<file path="config.mk">
export PLATFORM = sky130hd
export DESIGN_NAME = keypad_entry
export DESIGN_NICKNAME = d
export VERILOG_FILES = /design/src/rtl/keypad_entry.sv
export SDC_FILE = /design/constraint.sdc
export NUM_CORES = 1
export LEC_CHECK = 0
export ABC_CLOCK_PERIOD_IN_PS = 5700
export CAP_MARGIN = 0
export CORE_UTILIZATION = 45
export DETAILED_ROUTE_END_ITERATION = 7
export GPL_ROUTABILITY_DRIVEN = 0
export GPL_TIMING_DRIVEN = 0
export HOLD_SLACK_MARGIN = 0.03
export PLACE_DENSITY = 0.77
export SYNTH_ARGS = -nofsm -noshare
export SYNTH_HDL_FRONTEND = slang
export SYNTH_SLANG_ARGS = --single-unit
export TNS_END_PERCENT = 10
</file>
<file path="constraint.sdc">
create_clock -name clk -period 5.7 [get_ports clk]
set_input_delay 0.57 -clock clk [delete_from_list [all_inputs] [get_ports clk]]
set_output_delay 0.57 -clock clk [all_outputs]
set_load 0.02 [all_outputs]
</file>
<file path="src/rtl/keypad_entry.sv">
// rtl/keypad_entry.sv - 4x4 matrix keypad scanner, debouncer and BCD entry buffer
//
// Scans a 4x4 keypad one column per slot, debounces press and release, and
// assembles accepted digit keys into a packed BCD buffer.
//
// Optional feature macro: KEYPAD_BACKSPACE_EN
//   defined   : '*' removes the most recent digit (or clears after a '#')
//   undefined : '*' clears the whole buffer
//
// Parameters:
//   SCAN_DIV   - clk cycles per column slot
//   DEBOUNCE   - consecutive matching samples for press and for release
//   MAX_DIGITS - digit buffer capacity (1..7)
//
// Ports:
//   clk       - board clock, rising edge
//   enable    - asynchronous active-low reset
//   row       - keypad rows, active-low, sampled once per slot
//   col       - keypad column drive, active-low one-hot
//   clear     - single-cycle synchronous buffer clear
//   digits    - packed BCD buffer, [3:0] is the most recent digit
//   count     - number of valid digits
//   key_code  - code of the last accepted key
//   key_valid - one-cycle strobe per accepted key
//   done      - one-cycle strobe when '#' is accepted with count > 0

module keypad_entry #(
    parameter int SCAN_DIV   = 500000,
    parameter int DEBOUNCE   = 4,
    parameter int MAX_DIGITS = 5
) (
    input  logic                      clk,
    input  logic                      enable,
    input  logic [3:0]                row,
    output logic [3:0]                col,
    input  logic                      clear,
    output logic [4*MAX_DIGITS-1:0]   digits,
    output logic [2:0]                count,
    output logic [3:0]                key_code,
    output logic                      key_valid,
    output logic                      done
);

    localparam int BUF_W  = 4 * MAX_DIGITS;
    localparam int SLOT_W = (SCAN_DIV > 1) ? $clog2(SCAN_DIV) : 1;
    localparam int DB_W   = (DEBOUNCE > 1) ? $clog2(DEBOUNCE) : 1;

    localparam logic [3:0] CODE_STAR = 4'd14;
    localparam logic [3:0] CODE_HASH = 4'd15;

    typedef enum logic [1:0] {
        ST_SCAN,
        ST_CONFIRM,
        ST_HELD,
        ST_RELEASE
    } state_t;

    state_t             state_q;
    logic [SLOT_W-1:0]  slot_cnt_q;
    logic [3:0]         col_q;
    logic [1:0]         col_idx_q;
    logic [1:0]         cand_row_q;
    logic [DB_W-1:0]    db_cnt_q;

    logic [BUF_W-1:0]   digits_q, digits_d;
    logic [2:0]         count_q, count_d;
    logic               post_done_q, post_done_d;
    logic               done_q, done_d;
    logic [3:0]         key_code_q;
    logic               key_valid_q;

    logic               sample_tick;
    logic               row_any;
    logic [1:0]         row_idx;
    logic               match;
    logic               db_done;
    logic               accept;
    logic [3:0]         acc_code;
    logic [BUF_W-1:0]   code_ext;

    // Physical key layout: (row, col) -> key code.
    function automatic logic [3:0] key_lookup(input logic [1:0] r, input logic [1:0] c);
        logic [3:0] k;
        k = 4'd0;
        case ({r, c})
            4'b00_00: k = 4'd1;
            4'b00_01: k = 4'd2;
            4'b00_10: k = 4'd3;
            4'b00_11: k = 4'd10;
            4'b01_00: k = 4'd4;
            4'b01_01: k = 4'd5;
            4'b01_10: k = 4'd6;
            4'b01_11: k = 4'd11;
            4'b10_00: k = 4'd7;
            4'b10_01: k = 4'd8;
            4'b10_10: k = 4'd9;
            4'b10_11: k = 4'd12;
            4'b11_00: k = CODE_STAR;
            4'b11_01: k = 4'd0;
            4'b11_10: k = CODE_HASH;
            default:  k = 4'd13;
        endcase
        return k;
    endfunction

    // Row sampling happens on the last cycle of each slot, so the column
    // drive has had a full slot to settle through the keypad.
    assign sample_tick = (slot_cnt_q == SLOT_W'(SCAN_DIV - 1));

    // Lowest low row wins when several rows are pulled down together.
    always_comb begin
        row_any = ~&row;
        row_idx = 2'd3;
        if (!row[0]) begin
            row_idx = 2'd0;
        end else if (!row[1]) begin
            row_idx = 2'd1;
        end else if (!row[2]) begin
            row_idx = 2'd2;
        end
    end

    assign match    = row_any && (row_idx == cand_row_q);
    assign db_done  = (db_cnt_q == DB_W'(DEBOUNCE - 1));
    assign accept   = sample_tick && (state_q == ST_CONFIRM) && match && db_done;
    assign acc_code = key_lookup(cand_row_q, col_idx_q);
    assign code_ext = BUF_W'(acc_code);

    // Entry buffer next state. A coincident clear overrides any key effect
    // on the buffer and suppresses done.
    always_comb begin
        digits_d    = digits_q;
        count_d     = count_q;
        post_done_d = post_done_q;
        done_d      = 1'b0;
        if (clear) begin
            digits_d    = '0;
            count_d     = 3'd0;
            post_done_d = 1'b0;
        end else if (accept) begin
            if (acc_code <= 4'd9) begin
                if (post_done_q) begin
                    // First digit after a completed entry starts a new one.
                    digits_d    = code_ext;
                    count_d     = 3'd1;
                    post_done_d = 1'b0;
                end else if (count_q < 3'(MAX_DIGITS)) begin
                    digits_d = (digits_q << 4) | code_ext;
                    count_d  = count_q + 3'd1;
                end
            end else if (acc_code == CODE_STAR) begin
`ifdef KEYPAD_BACKSPACE_EN
                if (post_done_q) begin
                    digits_d    = '0;
                    count_d     = 3'd0;
                    post_done_d = 1'b0;
                end else if (count_q != 3'd0) begin
                    digits_d = digits_q >> 4;
                    count_d  = count_q - 3'd1;
                end
`else
                digits_d    = '0;
                count_d     = 3'd0;
                post_done_d = 1'b0;
`endif
            end else if (acc_code == CODE_HASH) begin
                if (count_q != 3'd0) begin
                    done_d      = 1'b1;
                    post_done_d = 1'b1;
                end
            end
        end
    end

    // Scan/debounce FSM with registered outputs.
    always_ff @(posedge clk or negedge enable) begin
        if (!enable) begin
            state_q     <= ST_SCAN;
            slot_cnt_q  <= '0;
            col_q       <= 4'b1110;
            col_idx_q   <= 2'd0;
            cand_row_q  <= 2'd0;
            db_cnt_q    <= '0;
            digits_q    <= '0;
            count_q     <= 3'd0;
            post_done_q <= 1'b0;
            done_q      <= 1'b0;
            key_code_q  <= 4'd0;
            key_valid_q <= 1'b0;
        end else begin
            digits_q    <= digits_d;
            count_q     <= count_d;
            post_done_q <= post_done_d;
            done_q      <= done_d;
            key_valid_q <= accept;
            if (accept) begin
                key_code_q <= acc_code;
            end

            slot_cnt_q <= sample_tick ? '0 : slot_cnt_q + SLOT_W'(1);

            if (sample_tick) begin
                case (state_q)
                    ST_SCAN: begin
                        if (row_any) begin
                            state_q    <= ST_CONFIRM;
                            cand_row_q <= row_idx;
                            db_cnt_q   <= '0;
                        end else begin
                            col_q     <= {col_q[2:0], col_q[3]};
                            col_idx_q <= col_idx_q + 2'd1;
                        end
                    end
                    ST_CONFIRM: begin
                        if (match) begin
                            if (db_done) begin
                                state_q <= ST_HELD;
                            end else begin
                                db_cnt_q <= db_cnt_q + DB_W'(1);
                            end
                        end else begin
                            // Glitch or bounce: resume scanning past this column.
                            state_q   <= ST_SCAN;
                            col_q     <= {col_q[2:0], col_q[3]};
                            col_idx_q <= col_idx_q + 2'd1;
                        end
                    end
                    ST_HELD: begin
                        if (!row_any) begin
                            state_q  <= ST_RELEASE;
                            db_cnt_q <= '0;
                        end
                    end
                    ST_RELEASE: begin
                        if (row_any) begin
                            // Bounce during release; no new key is generated.
                            state_q <= ST_HELD;
                        end else if (db_done) begin
                            state_q   <= ST_SCAN;
                            col_q     <= {col_q[2:0], col_q[3]};
                            col_idx_q <= col_idx_q + 2'd1;
                        end else begin
                            db_cnt_q <= db_cnt_q + DB_W'(1);
                        end
                    end
                    default: begin
                        state_q <= ST_SCAN;
                    end
                endcase
            end
        end
    end

    assign col       = col_q;
    assign digits    = digits_q;
    assign count     = count_q;
    assign key_code  = key_code_q;
    assign key_valid = key_valid_q;
    assign done      = done_q;

endmodule

</file>
==> impl_metrics.tcl <==
set metrics [dict create \
    cp_max_fo 10 \
    cp_data_required_time_ns 5.97 \
    drt-initial-drc-count 79 \
    fin_crit_ns 2.83 \
    syn_to_final_growth_pct 24.7 \
    grt_antenna_before_repair 0 \
    grt_max_degree 40 \
    slew_violations 0 \
    cellPowerDensity_mw_per_mm2 327 \
    synthCells 308 \
    start_util_pct 46.6 \
    synth_seq_cells 61 \
    hold_viol_final 0 \
    leakagePower_nw 1.78 \
    met2_length_mm 2.91 \
    syn_area_sq_mm 0.00318 \
    antenna_cells 0 \
    cp.depth 9 \
    slew_headroom_pct 58.9 \
    routed.top_layer "met4" \
    vias_per_cell 5.20 \
    synth_nets 325 \
    finalWirelength_mm 6.22 \
    slowest_delay_ns 0.50 \
    setup_violations 0 \
    post_cts_resized 0 \
    tns_ns 0 \
    hold_class "in2async" \
    ctsLongestPathBuffers 2 \
    critPathTopFamily "compound AO/OA/AOI/OAI gates" \
    stdcell_area_sq_mm 0.00397 \
    crit_chain "inv_1, ha_1, nor3b_1, a21oi_1, or3_1, o211a_2, a211oi_4, buf_6, mux2i_1" \
    rsz0062_at_grt "false" \
    finalCritPeriodShare_pct 49.6 \
    post_cts_buffers 0 \
    start_kind "flop" \
    avgSynthCellArea_sq_um 10.3 \
    cts_root_buf "clkbuf_8" \
    hpwl_mm 4.42 \
    dr.pass1.iters 5 \
    dpl_worst_slack_ns 2.68 \
    tightest_slew_ns 0.615 \
    synth_ff_type "dfrtp_1" \
    max-vdd-ir-drop_uv 139 \
    ys_async_sr_fraction_pct 100 \
    drv_cap 0 \
    drive_gt1_share_pct 11.8 \
    cts.sinks 61 \
    nets 376 \
    h-tree-depth 3 \
    crit_type "reg2reg" \
    ys_types 49 \
    vias 2390 \
    io_pins 40 \
    cts_buffers 9 \
    postRouteAntennaNets 0 \
    num_rows 30 \
    arrival_ns 3.09 \
    crit_buf_inv 2 \
    status "complete, no violations" \
    placed_area_sq_mm 0.00371 \
    worst_clock_skew_ns 0.00590 \
    route.met3.wl_um 267 \
    slowest_stage "dfrtp_1" \
    synth_warnings 0 \
    grt_usage_pct 18.9 \
    cts.reportedPaths.clkPinSlew_ns 0.07 \
    reg2regPathDepth 9 \
    route.detailed.drc 0 \
    yosysSeqAreaShare_pct 48.1 \
    max_freq_ghz 0.354 \
    hold_buffers 0 \
    fin_ws_ns 2.87 \
    die_width_um 86.1 \
    crit_path_end_kind "flop" \
    grt_pass1_wl_mm 10.8 \
    port_buffers 39 \
    core_area_sq_mm 0.00683 \
    clock_latency_ns 0.35 \
    die_height_um 86.1 \
    wl_per_cell_um 13.5 \
    cts_tree "built" \
    grt_pass1_vias 2277 \
    overflow 0 \
    die_area_sq_mm 0.00741 \
    met1_length_mm 2.92 \
    synth_edf_count 0 \
]
[cell type report]
type / instances / area [sq um]
Fill cell: 578 / 2860
Sequential cell: 61 / 1530
Multi-Input combinational cell: 207 / 1480
Timing Repair Buffer: 40 / 405
Clock inverter: 7 / 138
Clock buffer: 9 / 124
Tap cell: 96 / 120
Inverter: 31 / 116
Buffer: 9 / 55.1
[sequential cells by signal (all words and copies together) (netlist names)]
| register | flops |
|---|---|
| count | 3 |
| col_idx_q | 2 |
| slot_cnt_q | 19 |
| post_done_q | 1 |
| state_q | 2 |
| key_valid | 1 |
| db_cnt_q | 2 |
| cand_row_q | 2 |
| col | 4 |
| digits | 20 |
| key_code | 4 |
| done | 1 |
[cell families after synthesis]
group	Yosys count	synth area share, %
compound gates	35	8.22
flops	61	48.1
simple gates	112	18.3
fa+ha+maj	10	3.93
xor+xnor	17	4.68
buf+inv	40	5.39
mux	33	11.4
[cells in the final DEF (no fill, tap or decap), types with 5 or more instances in the layout]
master           count
dfrtp_1             58
clkdlybuf4s50_1     38
nand2_1             30
inv_1               29
nor2_1              24
mux2i_1             24
nand3_1             16
xnor2_1             10
ha_1                10
o21ai_0              9
clkbuf_8             9
a21oi_1              8
xor2_1               7
buf_2                6
mux2_2               5
[per-stage QoR]
step                      util [%]  instances  hold WS [ns]  power (W)
final                         58.1        460         0.201    0.00130
after global routing          58.1        460         0.244    0.00136
after CTS                     58.1        460         0.215    0.00131
after detailed placement      54.3        444         0.473   0.000796
after global placement        54.1        443         0.463   0.000786
after floorplan                  -        308         0.274   0.000675
[cell usage after synthesis (all sizes together), types with 3 or more instances]
| library cell | instances | area [sq um] |
|---|---|---|
| nand2 | 30 | 113 |
| xnor2 | 10 | 87.6 |
| and3 | 4 | 25.0 |
| nand3 | 16 | 80.1 |
| or3 | 4 | 25.0 |
| nor4 | 4 | 25.0 |
| o21ai | 10 | 50.0 |
| nor4bb | 4 | 40.0 |
| dfrtp | 58 | 1450 |
| mux2i | 24 | 240 |
| nor2 | 24 | 90.1 |
| mux2 | 7 | 78.8 |
| o31ai | 3 | 22.5 |
| dfstp | 3 | 78.8 |
| nor2b | 4 | 25.0 |
| a21oi | 8 | 40.0 |
| buf | 7 | 47.5 |
| ha | 10 | 125 |
| and2 | 3 | 18.8 |
| xor2 | 7 | 61.3 |
| nand4 | 4 | 25.0 |
| inv | 31 | 116 |
[power breakdown]
group / internal (W) / switching, W
registers: 0.000472 / 0.0000307
logic: 0.000130 / 0.000153
clock network: 0.000333 / 0.000180
total: 0.000935 / 0.000364
[routing by layer]
metal / up-vias / track usage, %
li1: 1162 / -
met1: 1159 / 24.7
met2: 55 / 29.5
met3: 14 / 5.58
met4: 0 / 7.27
met5: - / 0
[path summary, 6_finish.rpt]
path	from	endpoint	slack (ns)
min in group clk	key_code[3]$_DFFE_PN0P_	key_code[3]$_DFFE_PN0P_	0.48
setup reg to reg	col_idx_q[0]$_DFFE_PN0P_	digits[6]$_DFFE_PN0P_	2.87
hold / removal	enable	key_code[3]$_DFFE_PN0P_	0.20
setup / recovery	col_idx_q[0]$_DFFE_PN0P_	digits[6]$_DFFE_PN0P_	2.87
max in group asynchronous	enable	slot_cnt_q[18]$_DFF_PN0_	4.91
hold reg to reg	key_code[3]$_DFFE_PN0P_	key_code[3]$_DFFE_PN0P_	0.48
Note: power is estimated with default switching activity, not from simulation.
